--- src/rtl/mips_hazard_pkg.sv ---
// Shared types and helpers for the MIPS pipeline hazard scoreboard.
package mips_hazard_pkg;

  typedef enum logic [1:0] {
    FWD_NONE = 2'd0,
    FWD_E    = 2'd1,
    FWD_M    = 2'd2,
    FWD_W    = 2'd3
  } fwd_sel_e;

  localparam logic [1:0] TUSE_NONE = 2'd3;

  typedef struct packed {
    logic [4:0] dst;
    logic [1:0] tnew;
  } hz_entry_t;

  function automatic logic [1:0] sat_dec(input logic [1:0] t);
    return (t == '0) ? '0 : t - 2'd1;
  endfunction

endpackage

--- src/rtl/hazard_operand_check.sv ---
// Per-operand dependency check against the E/M/W entries.
// HAZARD_FWD_EN selects forwarding vs. stall-only interlock.
module hazard_operand_check
  import mips_hazard_pkg::*;
(
  input  logic [4:0] op_reg,
  input  logic [1:0] op_tuse,
  input  hz_entry_t  e_ent,
  input  hz_entry_t  m_ent,
  input  hz_entry_t  w_ent,
  output logic       stall_op,
  output logic [1:0] fwd_sel
);

  logic used;
  logic hit_e;
  logic hit_m;

  assign used  = (op_tuse != TUSE_NONE);
  assign hit_e = (op_reg != '0) && (op_reg == e_ent.dst);
  assign hit_m = (op_reg != '0) && (op_reg == m_ent.dst);

`ifdef HAZARD_FWD_EN
  logic hit_w;
  assign hit_w = (op_reg != '0) && (op_reg == w_ent.dst);

  // Youngest match decides; an older producer of the same register is stale.
  always_comb begin
    stall_op = 1'b0;
    fwd_sel  = FWD_NONE;
    if (hit_e) begin
      stall_op = used && (e_ent.tnew > op_tuse);
      if (e_ent.tnew == '0) fwd_sel = FWD_E;
    end else if (hit_m) begin
      stall_op = used && (m_ent.tnew > op_tuse);
      if (m_ent.tnew == '0) fwd_sel = FWD_M;
    end else if (hit_w) begin
      stall_op = used && (w_ent.tnew > op_tuse);
      if (w_ent.tnew == '0) fwd_sel = FWD_W;
    end
  end
`else
  // W is covered by the write-before-read register file.
  logic unused_fields;
  assign unused_fields = ^{w_ent, e_ent.tnew, m_ent.tnew};
  assign stall_op = used && (hit_e || hit_m);
  assign fwd_sel  = FWD_NONE;
`endif

endmodule

--- src/rtl/hazard_scoreboard.sv ---
// Stall/forwarding controller tracking in-flight writes in E, M and W.
// Define HAZARD_FWD_EN to enable forwarding; otherwise stall-only interlock.
module hazard_scoreboard
  import mips_hazard_pkg::*;
#(
  parameter int TUSE_W = 2
) (
  input  logic              clk,
  input  logic              rst_n,
  input  logic              d_valid,
  input  logic [4:0]        d_rs,
  input  logic [4:0]        d_rt,
  input  logic [TUSE_W-1:0] d_tuse_rs,
  input  logic [TUSE_W-1:0] d_tuse_rt,
  input  logic [4:0]        d_dst,
  input  logic [TUSE_W-1:0] d_tnew,
  output logic              stall,
  output logic [1:0]        fwd_d_rs,
  output logic [1:0]        fwd_d_rt,
  output logic [1:0]        fwd_e_rs,
  output logic [1:0]        fwd_e_rt
);

  hz_entry_t  e_ent, m_ent, w_ent;
  logic [4:0] e_rs, e_rt;
  logic       stall_rs, stall_rt;
  logic       e_rs_stall_unused, e_rt_stall_unused;

  assign stall = d_valid & (stall_rs | stall_rt);

  always_ff @(posedge clk or negedge rst_n) begin
    if (!rst_n) begin
      e_ent <= '0;
      m_ent <= '0;
      w_ent <= '0;
      e_rs  <= '0;
      e_rt  <= '0;
    end else begin
      if (stall || !d_valid) begin
        e_ent <= '0;
        e_rs  <= '0;
        e_rt  <= '0;
      end else begin
        e_ent <= '{dst: d_dst, tnew: d_tnew};
        e_rs  <= d_rs;
        e_rt  <= d_rt;
      end
      m_ent <= '{dst: e_ent.dst, tnew: sat_dec(e_ent.tnew)};
      w_ent <= '{dst: m_ent.dst, tnew: sat_dec(m_ent.tnew)};
    end
  end

  hazard_operand_check u_d_rs (
    .op_reg(d_rs), .op_tuse(d_tuse_rs),
    .e_ent(e_ent), .m_ent(m_ent), .w_ent(w_ent),
    .stall_op(stall_rs), .fwd_sel(fwd_d_rs)
  );

  hazard_operand_check u_d_rt (
    .op_reg(d_rt), .op_tuse(d_tuse_rt),
    .e_ent(e_ent), .m_ent(m_ent), .w_ent(w_ent),
    .stall_op(stall_rt), .fwd_sel(fwd_d_rt)
  );

  // E-operand selects: E entry masked so E never forwards to itself.
  hazard_operand_check u_e_rs (
    .op_reg(e_rs), .op_tuse(TUSE_NONE),
    .e_ent('0), .m_ent(m_ent), .w_ent(w_ent),
    .stall_op(e_rs_stall_unused), .fwd_sel(fwd_e_rs)
  );

  hazard_operand_check u_e_rt (
    .op_reg(e_rt), .op_tuse(TUSE_NONE),
    .e_ent('0), .m_ent(m_ent), .w_ent(w_ent),
    .stall_op(e_rt_stall_unused), .fwd_sel(fwd_e_rt)
  );

endmodule

--- config.mk ---
export PLATFORM = sky130hd
export DESIGN_NAME = hazard_scoreboard
export DESIGN_NICKNAME = d
export VERILOG_FILES = /design/src/rtl/mips_hazard_pkg.sv /design/src/rtl/hazard_operand_check.sv /design/src/rtl/hazard_scoreboard.sv
export SDC_FILE = /design/constraint.sdc
export NUM_CORES = 1
export LEC_CHECK = 0
export ABC_AREA = 1
export CAP_MARGIN = 20
export CORE_ASPECT_RATIO = 1.1
export CORE_MARGIN = 10
export CORE_UTILIZATION = 42
export CTS_BUF_LIST = sky130_fd_sc_hd__clkbuf_16
export DETAILED_ROUTE_END_ITERATION = 10
export HOLD_SLACK_MARGIN = 0.1
export PLACE_DENSITY = 0.79
export SLEW_MARGIN = 30
export SYNTH_ARGS = -nofsm -noshare
export SYNTH_HDL_FRONTEND = slang
export SYNTH_SLANG_ARGS = --single-unit
--- constraint.sdc ---
create_clock -name clk -period 1.8 [get_ports clk]
set_clock_uncertainty 0.1 [all_clocks]
set_input_delay 0.36 -clock clk [delete_from_list [all_inputs] [get_ports clk]]
set_output_delay 0.36 -clock clk [all_outputs]
set_load 0.005 [all_outputs]
* Yosys cells after proc, flatten, opt, wreduce, memory -nomap -nowiden
Cells that the tools add are included.
** Word-level totals
- Register bits :: 10
- Bits in latches :: 0
- Bits in writable memories :: 0
- Memory bits (read-only) :: 0
- Memories kept :: 0
** Cells by class
- Add/sub/neg operators :: 0
- $mul :: 0
- Divide/modulo/power cells :: 0
- Order comparisons :: 0
- Equal/unequal tests :: 6
- Shift-type cells :: 0
- Mux-type cells :: 1
- Bitwise operators :: 2
- Reduce and logical (&&, ||, !) cells :: 12
** Operator list (count)
- $eq A5 B5 Y1 :: 4
- $reduce_bool A5 Y1 :: 2
- $mux W7 :: 1
- $logic_and A1 B1 Y1 :: 6
- $ne A2 B2 Y1 const B :: 2
- $logic_or A1 B1 Y1 :: 3
- $and A1 B1 Y1 :: 1
- $logic_not A1 Y1 :: 1
- $or A1 B1 Y1 :: 1

* Longest topological paths before layout
Gate-level depths: netlist (run 1).
- Word-level depth :: 8
- Mapped depth :: 9
- Mapped depth without buffers :: 9

* Hierarchy
Synthesis (run 1) repeated with hierarchy kept, for this count alone.
** Second synthesis, totals
- Cells, all modules :: 276
- Area total of the unflattened synthesis :: 1853.0 µm²
** By module, submodules not included
- hazard_scoreboard :: instances 1, cells an instance 80, area an instance 972.2 µm², seq. area each 775.7 µm²
- hazard_operand_check :: instances 4, cells an instance 49, area an instance 220.2 µm², seq. area each 0.0 µm²

* Worst setup path after synthesis (run 1)
Ideal clock, no wire load.
- Path type :: reg-to-output
- Start :: register m_ent[6] (netlist name)
- End :: output stall
- Arrival time :: 0.961 ns
- Required time :: 1.340 ns
- Slack :: 0.379 ns
- Stages on the path, launching flop included :: 7
- Path through :: dfrtp_1 > xor2_1 > nor2_1 > nand3_2 > nand2_2 > nand2_4 > a21boi_2
** Between the ends
- Word-level cells in the longest chain between the ends :: 6
** RTL lines
- $eq A5 B5 Y1 :: RTL line hazard_operand_check.sv:21 : assign hit_m = (op_reg != '0) && (op_reg == m_ent.dst);
- $logic_and A1 B1 Y1 :: RTL line hazard_operand_check.sv:21
- $logic_or A1 B1 Y1 :: RTL line hazard_operand_check.sv:46 : assign stall_op = used && (hit_e || hit_m);
- $logic_and A1 B1 Y1 :: RTL line hazard_operand_check.sv:46
- $or A1 B1 Y1 (*) :: RTL line hazard_scoreboard.sv:29 : assign stall = d_valid & (stall_rs | stall_rt);
- $and A1 B1 Y1 (*) :: RTL line hazard_scoreboard.sv:29
- end, declared :: RTL line hazard_scoreboard.sv:17 : output logic stall,
Every way passes the cells marked *; elsewhere a longest branch is shown, timed or not.

* Worst setup path in the final report (run 1)
- Start :: input d_rt[4]
- End :: output stall
** Between the ends
- Word-level cells in the longest chain between the ends :: 6
** RTL lines
- start, declared :: RTL line hazard_scoreboard.sv:12 : input logic [4:0] d_rt,
- $eq A5 B5 Y1, or another cell as far along :: RTL line hazard_operand_check.sv:20 : assign hit_e = (op_reg != '0) && (op_reg == e_ent.dst);
- $logic_and A1 B1 Y1, on equally long branches :: RTL line hazard_operand_check.sv:20, hazard_operand_check.sv:21
- $logic_or A1 B1 Y1 (*) :: RTL line hazard_operand_check.sv:46
- $logic_and A1 B1 Y1 (*) :: RTL line hazard_operand_check.sv:46
- $or A1 B1 Y1 (*) :: RTL line hazard_scoreboard.sv:29
- $and A1 B1 Y1 (*) :: RTL line hazard_scoreboard.sv:29
Marks and branches as above.

==> flow_metrics.tcl, run 1 <==
set metrics [dict create \
    use_met1 0.110 \
    clkTransAtPathRegs_ns 0.04 \
    vias 777 \
    setup_viol_count_final 1 \
    nets 182 \
    status "finished, violations left" \
    fin_ws_ns -0.0285 \
    start_kind "primary input" \
    power.share.sequential 0.314 \
    io-pin-count 33 \
    yosys_warnings 0 \
    power.total_uw 834 \
    tns_ns -0.0285 \
    p_switching_uw 206 \
    finalCritPeriodShare 1.02 \
    path_cells "dlygate4sd2_1, inv_1, nand2_1, nand2_1, nor2_1, nand3_1, nand2_2, nand2_4, a21boi_2, buf_2" \
    ys_ff_latch 10 \
    hold_violations 0 \
    die_area_um2 4030 \
    n_antenna_cell 0 \
    core-area_um2 1780 \
    required_ns 1.34 \
    grt_use_met3 0.0288 \
    peakVddDrop_v 0.000678 \
    cts_made_buffers 3 \
    cpMaxStageDelayCell "dlygate4sd2_1" \
    path_class "primary input to output pin" \
    switching_share 0.247 \
    crit_top_cell "nand2_1" \
    synth_seq_area_share 0.315 \
    dpl_cell_area_um2 1050 \
    busiest_layer "met2" \
    total_leakage_power_uw 0.000637 \
    die_w_um 61.4 \
    grt_pass1_wl_um 3170 \
    drv_slew 0 \
    cp_slowest_stage_delay_ns 0.28 \
    clk_latency_ns 0.24 \
    pwr-share-comb 0.222 \
    dp_hpwl_um 1610 \
    drv_cap 0 \
    regArea_um2 251 \
    drcViolationCount 0 \
    synth_cell_types 19 \
    place.gp.congestion 0.790 \
    violations "setup timing" \
    cts_root_buf "clkbuf_16" \
    p_per_area_nw_per_um2 725 \
    ctsHoldBuffers 0 \
    worstPathMaxFanout 4 \
    grt-ovfl-total 0 \
    firstDrtPassIters 4 \
    track_usage 0.101 \
    min_period_ns 1.83 \
    cts_tree "built" \
    cts_sinks 10 \
    syn2layout_area_growth_pct 45.0 \
    syn_avg_cell_area_um2 6.45 \
    use_met2 0.169 \
    cp-end-kind "output pin" \
    num_rows 16 \
    grt_max_degree 11 \
    layout_common_cells "nand2_1, inv_1, inv_2, clkdlybuf4s50_1, dfrtp_1" \
    max_freq_mhz 547 \
    final_common_cell "nand2_1" \
    drive_gt1_frac 0.248 \
    antenna_found_initial 0 \
    initial_core_util 0.445 \
    viasPerCell 4.44 \
    postRouteWirelength_um 1850 \
    initialDrtViolationCount 5 \
    power.share.clock 0.464 \
    syn_area_um2 793 \
    die_h_um 65.6 \
    multi_input_area_um2 424 \
    numPortBuffers 22 \
    p_int_uw 627 \
    ctsHtreeMaxLevel 1 \
    syn_inst 123 \
    hp-class "primary input to async pin" \
    critical_path_arrival_ns 1.37 \
    fin_area_um2 1150 \
    rsz0062_at_grt "yes" \
    nFillCells 162 \
    ant_nets 0 \
    grt_pass1_vias 798 \
    final_util 0.645 \
    wl_per_cell_um 10.6 \
    clk_path_buf_depth 2 \
]
## power groups by stage
stage	Sequential [uW]	Clock [uW]	Combinational, uW
global placement	261	0	179
floorplan	258	0	109
global route	264	406	209
detailed placement	262	0	184
finish	262	387	185
CTS	260	398	181
## synthesized netlist by cell type
master | instances | area, um2
nand2_1 | 47 | 176
inv_1 | 19 | 71.3
dfrtp_1 | 10 | 250
buf_4 | 8 | 60.1
nor2_1 | 8 | 30.0
inv_2 | 6 | 22.5
nor2_2 | 5 | 31.3
nand3_1 | 4 | 20.0
xnor2_1 | 4 | 35.0
nand2_2 | 2 | 12.5
o21ai_1 | 2 | 10.0
a21boi_2 | 1 | 11.3
a21oi_1 | 1 | 5.00
conb_1 | 1 | 3.75
nand2_4 | 1 | 11.3
nand3_2 | 1 | 10.0
nand3_4 | 1 | 17.5
nand4_1 | 1 | 6.26
xor2_1 | 1 | 8.76
## stage by stage
step | hold slack (ns) | std cells | setup WS [ns]
6_report | 0.341 | 175 | -0.0285
5_1_grt | 0.368 | 175 | -0.119
4_1_cts | 0.329 | 174 | -0.0607
3_5_place_dp | 0.321 | 169 | -0.724
3_3_place_gp | 0.316 | 169 | -0.669
2_1_floorplan | -0.0356 | 130 | 0.379
## layout make-up
type | instances | share of cell area
clock buffer | 3 | 0.0653
timing repair buffer | 31 | 0.243
clock inverter | 1 | 0.00326
multi-input combinational | 87 | 0.369
tap | 18 | 0.0196
inverter | 25 | 0.0816
sequential | 10 | 0.219
## sequential cells by signal, summed over array words and instances (netlist names)
register,count
e_ent,5
m_ent,5
## layer usage
metal / up-vias / wire length (um) / share of wire
met1: 339 / 776 / 0.42
met3: 2 / 134 / 0.072
met2: 24 / 917 / 0.50
met4: 0 / 22 / 0.012
li1: 412 / - / -
met5: - / 0 / 0
## cells by family (layout without fill, tap and decap cells)
kind of cell | Yosys count | count (layout) | synth area share
compound gates | 4 | 4 | 0.0331
xor+xnor | 5 | 5 | 0.0552
buf+inv | 33 | 60 | 0.194
flops | 10 | 10 | 0.315
other cells | 1 | 8 | 0.00473
simple gates | 70 | 70 | 0.397
## critical path: cells and delay by family
kind | cells | cell delay [ns]
buf+inv | 3 | 0.46
simple gates | 6 | 0.43
compound gates | 1 | 0.12
## timing repair
| item | in CTS | in global routing |
|---|---|---|
| pin swaps | 3 | 2 |
| setup buffers | 1 | 1 |
| resized for setup | 19 | 9 |
| endpoints found under the setup margin | 1 | 1 |
## worst paths after layout
| kind | slack [ns] | depth (start not counted) | from | endpoint |
|---|---|---|---|---|
| max | -0.03 | 10 | d_rt[4] | stall |
| min | 0.34 | 1 | rst_n | e_ent[5]$_DFF_PN0_ |
| max reg2reg | 0.40 | 9 | e_ent[2]$_DFF_PN0_ | e_ent[6]$_DFF_PN0_ |
| min reg2reg | 0.35 | 0 | e_ent[6]$_DFF_PN0_ | m_ent[6]$_DFF_PN0_ |
| max in group asynchronous | 0.93 | 1 | rst_n | e_ent[2]$_DFF_PN0_ |
| min in group clk | 0.35 | 0 | e_ent[6]$_DFF_PN0_ | m_ent[6]$_DFF_PN0_ |
(Power assumes the default switching activity.)
==> run 2: changes to the inputs <==
CORE_UTILIZATION = 54   (was 42)
PLACE_DENSITY = unset   (was 0.79)
PLACE_DENSITY_LB_ADDON = 0.12   (was unset)
SYNTH_HIERARCHICAL = 1   (was unset)
==> run 2 against run 1 <==
The run still ends with setup timing left. Synthesized cell count grew 4.9%. Routed wire length is 4.4% higher. Critical path type unchanged. Design area fell by 4.8%.
==> flow_metrics.tcl, run 2 <==
set metrics [dict create \
    status "finished, violations left" \
    violations "setup timing" \
    critical_path_arrival_ns 1.48 \
    clk_path_buf_depth 2 \
    track_usage 0.117 \
    max_freq_mhz 515 \
    die_h_um 60.3 \
    syn_area_um2 797 \
    drv_slew 0 \
    syn_inst 129 \
    cp-end-kind "output pin" \
    dp_cells 168 \
    final_common_cell "nand2_1" \
    path_class "primary input to output pin" \
    worstPathMaxFanout 3 \
    cts_made_buffers 3 \
    p_per_area_nw_per_um2 744 \
    drive_gt1_frac 0.160 \
    switching_share 0.242 \
    reg_top3 "e_ent: 5 flops, m_ent: 5 flops" \
    rrSetupSlack_ns 0.30 \
    hp-class "primary input to async pin" \
    grt-ovfl-total 0 \
    ctsHtreeMaxLevel 1 \
    wl_per_cell_um 11.2 \
    die_area_um2 3410 \
    n_antenna_cell 0 \
    power.share.sequential 0.323 \
    final_util 0.791 \
    initial_core_util 0.576 \
    power.share.clock 0.467 \
    cts_root_buf "clkbuf_16" \
    initialDrtViolationCount 12 \
    numPortBuffers 22 \
    die_w_um 56.6 \
    io-pin-count 33 \
    nets 181 \
    final_cells 172 \
    p_switching_uw 197 \
    antenna_found_initial 0 \
    min_period_ns 1.94 \
    grt_pass1_vias 777 \
    required_ns 1.34 \
    pwr-share-comb 0.210 \
    peakVddDrop_v 0.000670 \
    vias 791 \
    drcViolationCount 0 \
    drv_cap 0 \
    fin_ws_ns -0.143 \
    ant_nets 0 \
    p_int_uw 618 \
    clk_latency_ns 0.23 \
    reg2reg_to "e_ent[6]$_DFF_PN0_" \
    worst_hold_slack_ns 0.330 \
    timing.rr.start "m_ent[2]$_DFF_PN0_" \
    r2r_cells 10 \
    syn2layout_area_growth_pct 37.4 \
    post-cts-setup-buffers 0 \
    viasPerCell 4.60 \
    postRouteWirelength_um 1930 \
    grt_max_degree 11 \
    layout_common_cells "nand2_1, inv_1, nor2_1" \
    clkTransAtPathRegs_ns 0.04 \
    num_rows 14 \
    syn_avg_cell_area_um2 6.18 \
    start_kind "primary input" \
    hold_violations 0 \
    setup_viol_count_final 1 \
    core-area_um2 1380 \
    dp_hpwl_um 1470 \
    yosys_warnings 6 \
    finalCritPeriodShare 1.08 \
    firstDrtPassIters 4 \
    cts_tree "built" \
    total_leakage_power_uw 0.000624 \
    grt_pass1_wl_um 3270 \
    place.gp.congestion 0.796 \
    rsz0062_at_grt "yes" \
    cts_sinks 10 \
]
run 2: per-layer routing:
layer / GRT usage / wire length [um] / share of wire
met5: 0 / 0 / 0
met3: 0.0508 / 194 / 0.10
met2: 0.213 / 992 / 0.51
met4: 0.0412 / 9 / 0.0047
met1: 0.116 / 735 / 0.38
run 2: per-stage QoR:
stage,total power (uW),TNS (ns),area (um2),setup WS (ns)
global placement,431,-1.37,1030,-0.701
floorplan,365,0,812,0.349
detailed placement,437,-1.47,1030,-0.715
global route,863,-0.225,1090,-0.225
CTS,815,-0.167,1090,-0.167
finish,815,-0.143,1090,-0.143
run 2: worst max-delay path by stage:
stage	start	endpoint	slack, ns	cells after the start
5_1_grt	m_ent[3]$_DFF_PN0_	stall	-0.23	9
3_5_place_dp	d_rt[0]	stall	-0.71	10
3_3_place_gp	d_rs[4]	stall	-0.70	10
4_1_cts	e_ent[3]$_DFF_PN0_	stall	-0.17	7
6_report	d_rt[3]	stall	-0.14	9
2_1_floorplan	m_ent[3]$_DFF_PN0_	stall	0.35	8
run 2: what timing repair did:
item,in CTS,in global routing
gates cloned,0,0
hold buffers,0,0
pin swaps,7,8
gates resized for setup,17,5
endpoints found under the setup margin,6,1
run 2: critical path, stage by stage:
cell and delay [ns]:
dlygate4sd2_1 0.25, inv_1 0.09, buf_4 0.11, nand4_1 0.06
o21ai_0 0.20, a21oi_2 0.06, nor2_2 0.16, nor2_1 0.07
buf_2 0.13
run 2: power groups by stage:
stage | Sequential [uW] | Combinational, uW | Clock, uW
floorplan | 260 | 105 | 0
global placement | 264 | 167 | 0
detailed placement | 265 | 171 | 0
CTS | 263 | 168 | 384
global route | 266 | 194 | 403
finish | 263 | 171 | 380
run 2: layout make-up:
| type | instances | area (um2) |
|---|---|---|
| clock buffer | 3 | 75.1 |
| clock inverter | 1 | 3.75 |
| fill | 109 | 289 |
| inverter | 30 | 113 |
| multi-input combinational | 84 | 388 |
| sequential | 10 | 251 |
| tap | 16 | 20.0 |
| timing repair buffer | 28 | 244 |
==> run 3: changes to the inputs <==
SLEW_MARGIN = 20   (was 30)
==> results of run 3 <==
The final DEF is identical to that of run 2; final timing and power are the same.
